--- config.mk ---
export PLATFORM = sky130hd
export DESIGN_NAME = instruction_fetch_stage_flat
export DESIGN_NICKNAME = d
export VERILOG_FILES = /design/src/rtl/instruction_fetch_stage_pkg.sv /design/src/rtl/instruction_fetch_stage_if.sv /design/src/rtl/instruction_fetch_stage_if_id_register.sv /design/src/rtl/instruction_fetch_stage.sv /design/src/flat_wrapper.sv
export SDC_FILE = /design/constraint.sdc
export NUM_CORES = 1
export LEC_CHECK = 0
export ABC_AREA = 1
export CORE_MARGIN = 5
export CORE_UTILIZATION = 35
export CTS_CLUSTER_SIZE = 20
export DETAILED_ROUTE_END_ITERATION = 8
export PLACE_DENSITY_LB_ADDON = 0.2
export SLEW_MARGIN = 10
export SYNTH_ARGS = -nofsm -noshare
export SYNTH_HDL_FRONTEND = slang
export SYNTH_SLANG_ARGS = --single-unit
--- constraint.sdc ---
create_clock -name Clk -period 1.5 [get_ports Clk]
set_input_delay 0.3 -clock Clk [delete_from_list [all_inputs] [get_ports Clk]]
set_output_delay 0.3 -clock Clk [all_outputs]
set_load 0.01 [all_outputs]
--- src/rtl/instruction_fetch_stage_pkg.sv ---
// Shared fetch/decode definitions: widths, bubble word, reset PC default and the IF/ID payload.
// Reused by decode, Control and the hazard unit so the bubble encoding stays in one place.
package instruction_fetch_stage_pkg;

    localparam int PC_W    = 32;
    localparam int INSTR_W = 32;

    localparam logic [INSTR_W-1:0] NOP_WORD_DEF = 32'h0000_0000;
    localparam logic [PC_W-1:0]    RESET_PC_DEF = 32'h0000_0000;

    typedef logic [PC_W-1:0]    pc_t;
    typedef logic [INSTR_W-1:0] instr_t;

    typedef struct packed {
        instr_t instr;
        pc_t    pc_plus4;
        logic   valid;
    } ifid_t;

    typedef enum logic [1:0] {
        PC_SEL_SEQ      = 2'd0,
        PC_SEL_HOLD     = 2'd1,
        PC_SEL_REDIRECT = 2'd2
    } pc_sel_e;

    function automatic pc_t word_align(input pc_t addr);
        return addr & ~pc_t'(3);
    endfunction

endpackage

--- src/rtl/instruction_fetch_stage_if.sv ---
// Fetch-stage bundle: hazard/execute control in, instruction memory port, IF/ID out.
// master = fetch stage, slave = the surrounding pipeline and instruction memory.
interface instruction_fetch_stage_if #(
    parameter int IMEM_ADDR_W = 10
);
    import instruction_fetch_stage_pkg::*;

    logic                   Stall;
    logic                   Flush;
    logic                   BranchTaken;
    pc_t                    BranchTarget;
    instr_t                 IMemData;
    logic [IMEM_ADDR_W-1:0] IMemAddr;
    pc_t                    PC;
    instr_t                 IFID_Instruction;
    pc_t                    IFID_PCPlus4;
    logic                   IFID_Valid;

    modport master (
        input  Stall, Flush, BranchTaken, BranchTarget, IMemData,
        output IMemAddr, PC, IFID_Instruction, IFID_PCPlus4, IFID_Valid
    );

    modport slave (
        output Stall, Flush, BranchTaken, BranchTarget, IMemData,
        input  IMemAddr, PC, IFID_Instruction, IFID_PCPlus4, IFID_Valid
    );

endinterface

--- src/rtl/instruction_fetch_stage_if_id_register.sv ---
// IF/ID pipeline register: captures fetched word, its PC+4 and a valid flag.
// Latency 1 cycle; clear (bubble) overrides hold, hold freezes the contents indefinitely.
// No backpressure of its own: hold is driven by the hazard unit's stall.
module if_id_register
    import instruction_fetch_stage_pkg::*;
#(
    parameter instr_t NOP_WORD = NOP_WORD_DEF
) (
    input  logic  clk,
    input  logic  reset,
    input  logic  hold,
    input  logic  clear,
    input  ifid_t d,
    output ifid_t q
);

    localparam ifid_t BUBBLE = '{instr: NOP_WORD, pc_plus4: '0, valid: 1'b0};

    always_ff @(posedge clk) begin
        if (reset || clear) begin
            q <= BUBBLE;
        end else if (!hold) begin
            q <= d;
        end
    end

endmodule

--- src/rtl/instruction_fetch_stage.sv ---
// Fetch stage: PC register, next-PC select, instruction memory addressing, IF/ID register.
// Latency: word at PC reaches IF/ID one edge later; redirect costs one bubble cycle.
// Stall holds PC and IF/ID for as long as it is high; redirect overrides stall.
module instruction_fetch_stage
    import instruction_fetch_stage_pkg::*;
#(
    parameter pc_t    RESET_PC    = RESET_PC_DEF,
    parameter int     IMEM_ADDR_W = 10,
    parameter instr_t NOP_WORD    = NOP_WORD_DEF
) (
    input  logic                       Clk,
    input  logic                       Reset,
    instruction_fetch_stage_if.master  bus
);

    pc_t     pc_q;
    pc_t     pc_plus4;
    pc_t     pc_nxt;
    pc_sel_e pc_sel;
    ifid_t   ifid_d;
    ifid_t   ifid_q;

    assign pc_plus4 = pc_q + pc_t'(4);

    always_comb begin
        pc_sel = PC_SEL_SEQ;
        if (bus.BranchTaken) begin
            pc_sel = PC_SEL_REDIRECT;
        end else if (bus.Stall) begin
            pc_sel = PC_SEL_HOLD;
        end
    end

    always_comb begin
        pc_nxt = pc_plus4;
        case (pc_sel)
            PC_SEL_REDIRECT: pc_nxt = word_align(bus.BranchTarget);
            PC_SEL_HOLD:     pc_nxt = pc_q;
            default:         pc_nxt = pc_plus4;
        endcase
    end

    always_ff @(posedge Clk) begin
        if (Reset) begin
            pc_q <= word_align(RESET_PC);
        end else begin
            pc_q <= pc_nxt;
        end
    end

    // The word being fetched now is dropped on a redirect; flush bubbles even while stalled.
    assign ifid_d = '{instr: bus.IMemData, pc_plus4: pc_plus4, valid: 1'b1};

    if_id_register #(
        .NOP_WORD (NOP_WORD)
    ) u_if_id_register (
        .clk   (Clk),
        .reset (Reset),
        .hold  (bus.Stall),
        .clear (bus.BranchTaken | bus.Flush),
        .d     (ifid_d),
        .q     (ifid_q)
    );

    // Addresses past the memory depth simply wrap; there is no range check.
    assign bus.IMemAddr         = pc_q[IMEM_ADDR_W+1:2];
    assign bus.PC               = pc_q;
    assign bus.IFID_Instruction = ifid_q.instr;
    assign bus.IFID_PCPlus4     = ifid_q.pc_plus4;
    assign bus.IFID_Valid       = ifid_q.valid;

endmodule

--- src/flat_wrapper.sv ---
// flat-port wrapper written by rule: the top's interface ports become plain ports
module instruction_fetch_stage_flat import instruction_fetch_stage_pkg::*;
#(
    parameter pc_t    RESET_PC    = RESET_PC_DEF,
    parameter int     IMEM_ADDR_W = 10,
    parameter instr_t NOP_WORD    = NOP_WORD_DEF
)
  (Clk, Reset, bus_Stall, bus_Flush, bus_BranchTaken, bus_BranchTarget, bus_IMemData, bus_IMemAddr, bus_PC, bus_IFID_Instruction, bus_IFID_PCPlus4, bus_IFID_Valid);
  instruction_fetch_stage_if #(.IMEM_ADDR_W(IMEM_ADDR_W)) bus_i ();
  input  logic Clk;
  input  logic Reset;
  input wire logic [$bits(bus_i.Stall)-1:0] bus_Stall;
  input wire logic [$bits(bus_i.Flush)-1:0] bus_Flush;
  input wire logic [$bits(bus_i.BranchTaken)-1:0] bus_BranchTaken;
  input wire logic [$bits(bus_i.BranchTarget)-1:0] bus_BranchTarget;
  input wire logic [$bits(bus_i.IMemData)-1:0] bus_IMemData;
  output wire logic [$bits(bus_i.IMemAddr)-1:0] bus_IMemAddr;
  output wire logic [$bits(bus_i.PC)-1:0] bus_PC;
  output wire logic [$bits(bus_i.IFID_Instruction)-1:0] bus_IFID_Instruction;
  output wire logic [$bits(bus_i.IFID_PCPlus4)-1:0] bus_IFID_PCPlus4;
  output wire logic [$bits(bus_i.IFID_Valid)-1:0] bus_IFID_Valid;
  assign bus_i.Stall = bus_Stall;
  assign bus_i.Flush = bus_Flush;
  assign bus_i.BranchTaken = bus_BranchTaken;
  assign bus_i.BranchTarget = bus_BranchTarget;
  assign bus_i.IMemData = bus_IMemData;
  assign bus_IMemAddr = bus_i.IMemAddr;
  assign bus_PC = bus_i.PC;
  assign bus_IFID_Instruction = bus_i.IFID_Instruction;
  assign bus_IFID_PCPlus4 = bus_i.IFID_PCPlus4;
  assign bus_IFID_Valid = bus_i.IFID_Valid;
  instruction_fetch_stage #(.RESET_PC(RESET_PC), .IMEM_ADDR_W(IMEM_ADDR_W), .NOP_WORD(NOP_WORD)) u_core (.Clk(Clk), .Reset(Reset), .bus(bus_i));
endmodule
==> results.yml <==
grt:
  grt_pass1_vias: 4857
  grt_usage_pct: 18.51
  antenna_found_initial: 0
  grt_pass1_wl_um: 23890
  grt_max_degree: 46
  grt-ovfl-total: 0
routing:
  num_vias: 4682
  post_drt_wl_per_cell_um: 14.86
  vias_per_cell: 4.729
  top_layer: "met4"
  ant_nets: 0
  drt_iter0_drc: 249
  wl_met1_um: 6243
  wl_met3_um: 1425
  wl_met2_um: 6798
  first_pass_iters: 4
  drcViolationCount: 0
  routed_wl_um: 14710
job:
  cap_violations: 0
synthesis:
  async_flop_share_pct: 0
  synthTopCellsByArea: "dfxtp_1, nand2_1, a21oi_2, o21ai_0, nand3_1"
  dominantRegCellSynth: "dfxtp_1"
  synth_cell_types: 25
  synth_top_area_cell: "dfxtp_1"
  ys_seq_area_share_pct: 40.23
  yosysMostFrequentCell: "nand2_1"
  syn_area_mm2: 0.004628
  synth_area_per_cell_um2: 7.220
  synth_cells: 641
  synth-seq-cells: 93
  ys_warn_count: 0
  synth-edff-count: 0
  synth_top_area_share_pct: 40.23
  synth_common_cells: "nand2_1, dfxtp_1, a21oi_2, o21ai_0, inv_1"
final_layout:
  syn_to_final_growth_pct: 50.15
  drive_above_1_share_pct: 21.62
  fillers: 1279
  postLayoutCoreUtil_pct: 53.11
  post-route-cell-area_mm2: 0.006949
  diodes: 0
  multi_input_area_mm2: 0.002439
  nets: 879
  register_area_mm2: 0.001898
placement:
  gp_congestion: 0.8899
  place_ws_ns: -0.2131
  place_area_mm2: 0.006539
  hpwl_um: 10650
  port_buffers: 169
worst_setup_path:
  critPathMaxFanout: 5
  worstPathRequired_ns: 1.72
  worstSetupEndpointType: "flop"
  worstPathArrival_ns: 1.69
  start_kind: "flop"
  critPathKind: "reg2reg"
timing:
  finalWorstPathRequiredPeriod_ns: 1.470
  slew_viol_final: 0
  fin_crit_sh_pct: 98.02
  final.setup_skew_ns: 0.008409
  worst_slack_ns: 0.02971
  max_freq_mhz: 680.1
  setup_viol: 0
  rsz0062_at_grt: "yes"
  hold_viol_final: 0
clock_network:
  clk_path_buf_depth: 2
  cts-root-buf: "clkbuf_16"
  clkTransAtPathRegs_ns: 0.07
  htree_levels: 3
  clock_latency_ns: 0.35
  numCtsBuffers: 9
  cts.sinks: 93
  hold_buffers: 0
  tritoncts: "yes"
outcome:
  outcome: "finished clean"
power_and_ir_drop:
  p_leak_nw: 2.939
  power.total_mw: 6.295
  p_per_area_mw_per_mm2: 905.8
  vdd_drop_max_mv: 0.4375
floorplanning:
  io_pins: 176
  die_w_um: 125.0
  die_y_um: 125.0
  core-area_mm2: 0.01309
  num_rows: 42
  start_util_pct: 35.37
  dieArea_mm2: 0.01562
min_path:
  min_path_type: "reg2reg"
[cell usage in the layout, fill, tap and decap left out]
cell,n
nand2_1,228
dlygate4sd2_1,101
dfxtp_1,68
clkdlybuf4s50_1,65
a21oi_2,59
o21ai_0,53
inv_1,37
nand3_1,29
nor2_1,26
buf_4,23
dfxtp_2,23
o21ai_1,11
nor2_4,10
nand3_2,10
clkbuf_16,9
nor2_2,8
a21oi_1,8
buf_12,6
nand2_4,5
nand2_2,5
conb_1,4
bufinv_16,4
xor2_1,3
inv_2,2
and2_1,2
o21ai_2,2
clkdlybuf4s15_1,2
buf_6,2
dfxtp_4,2
or2_4,1
o211ai_1,1
ha_4,1
inv_6,1
clkinv_4,1
clkinvlp_4,1
buf_2,1
[metrics by stage]
step	TNS [ns]	hold slack, ns	std cells
6_report	0	0.4729	990
2_1_floorplan	0	0.3691	644
4_1_cts	0	0.4740	987
5_1_grt	-0.5675	0.4873	990
3_3_place_gp	-14.24	0.4466	971
3_5_place_dp	-15.41	0.4638	971
[critical path, stage by stage, from the launching register on]
cell and delay, ns:
dfxtp_2 0.36, buf_6 0.12, nand2_4 0.04, nor2_4 0.19
nand2_4 0.12, nor2_4 0.15, buf_4 0.12, nand2_1 0.04
nand3_1 0.11, o21ai_0 0.09
[power breakdown]
part,switching (mW),internal [mW],total (mW)
registers,0.0786,2.55,2.63
clock network,1.01,1.81,2.82
logic,0.435,0.409,0.844
[kinds of logic (layout without fill, tap and decap cells)]
logic type                 Yosys count  in the layout  synth area share [%]
and+or+nand+nor                    324            324                 29.98
buffers and inverters               85            255                 9.543
xor gates and xnor gates             3              3                0.5678
DFF                                 93             93                 40.23
adders and majority gates            1              1                0.2703
AOI/OAI and AO/OA                  134            134                 19.33
other                                1              4               0.08103
[flip-flops by register name, summed over array words and instances (netlist names)]
| signal | cells |
|---|---|
| u_core.u_if_id_register.q | 63 |
| u_core.bus.PC | 30 |
[final timing paths]
kind / from / end / slack [ns] / cells past startpoint
setup / recovery: u_core.bus.PC[3] / u_core.bus.PC[13] / 0.03 / 9
hold / removal: u_core.u_if_id_register.q[10] / u_core.u_if_id_register.q[10] / 0.47 / 2
setup reg to reg: u_core.bus.PC[3] / u_core.bus.PC[13] / 0.03 / 9
hold reg to reg: u_core.u_if_id_register.q[10] / u_core.u_if_id_register.q[10] / 0.47 / 2
[cell type report]
type	instances	share of cell area [%]
timing repair buffer	200	26.99
tap	176	3.169
clock inverter	7	2.089
clock buffer	9	3.241
multi-input combinational	466	35.09
sequential	93	27.31
inverter	39	2.107
[per-layer routing]
layer / up-vias / global-route usage (%)
li1: 2366 / -
met1: 2123 / 21.76
met2: 178 / 30.97
met3: 15 / 6.738
met4: 0 / 6.952
met5: - / 0
[what timing repair did]
action / in CTS / in global routing
cloned: 0 / 0
gates resized for setup: 130 / 34
setup endpoints to repair: 111 / 37
setup buffers: 0 / 3
pin swaps: 5 / 22
No activity file was read; power rests on OpenSTA's default activity.
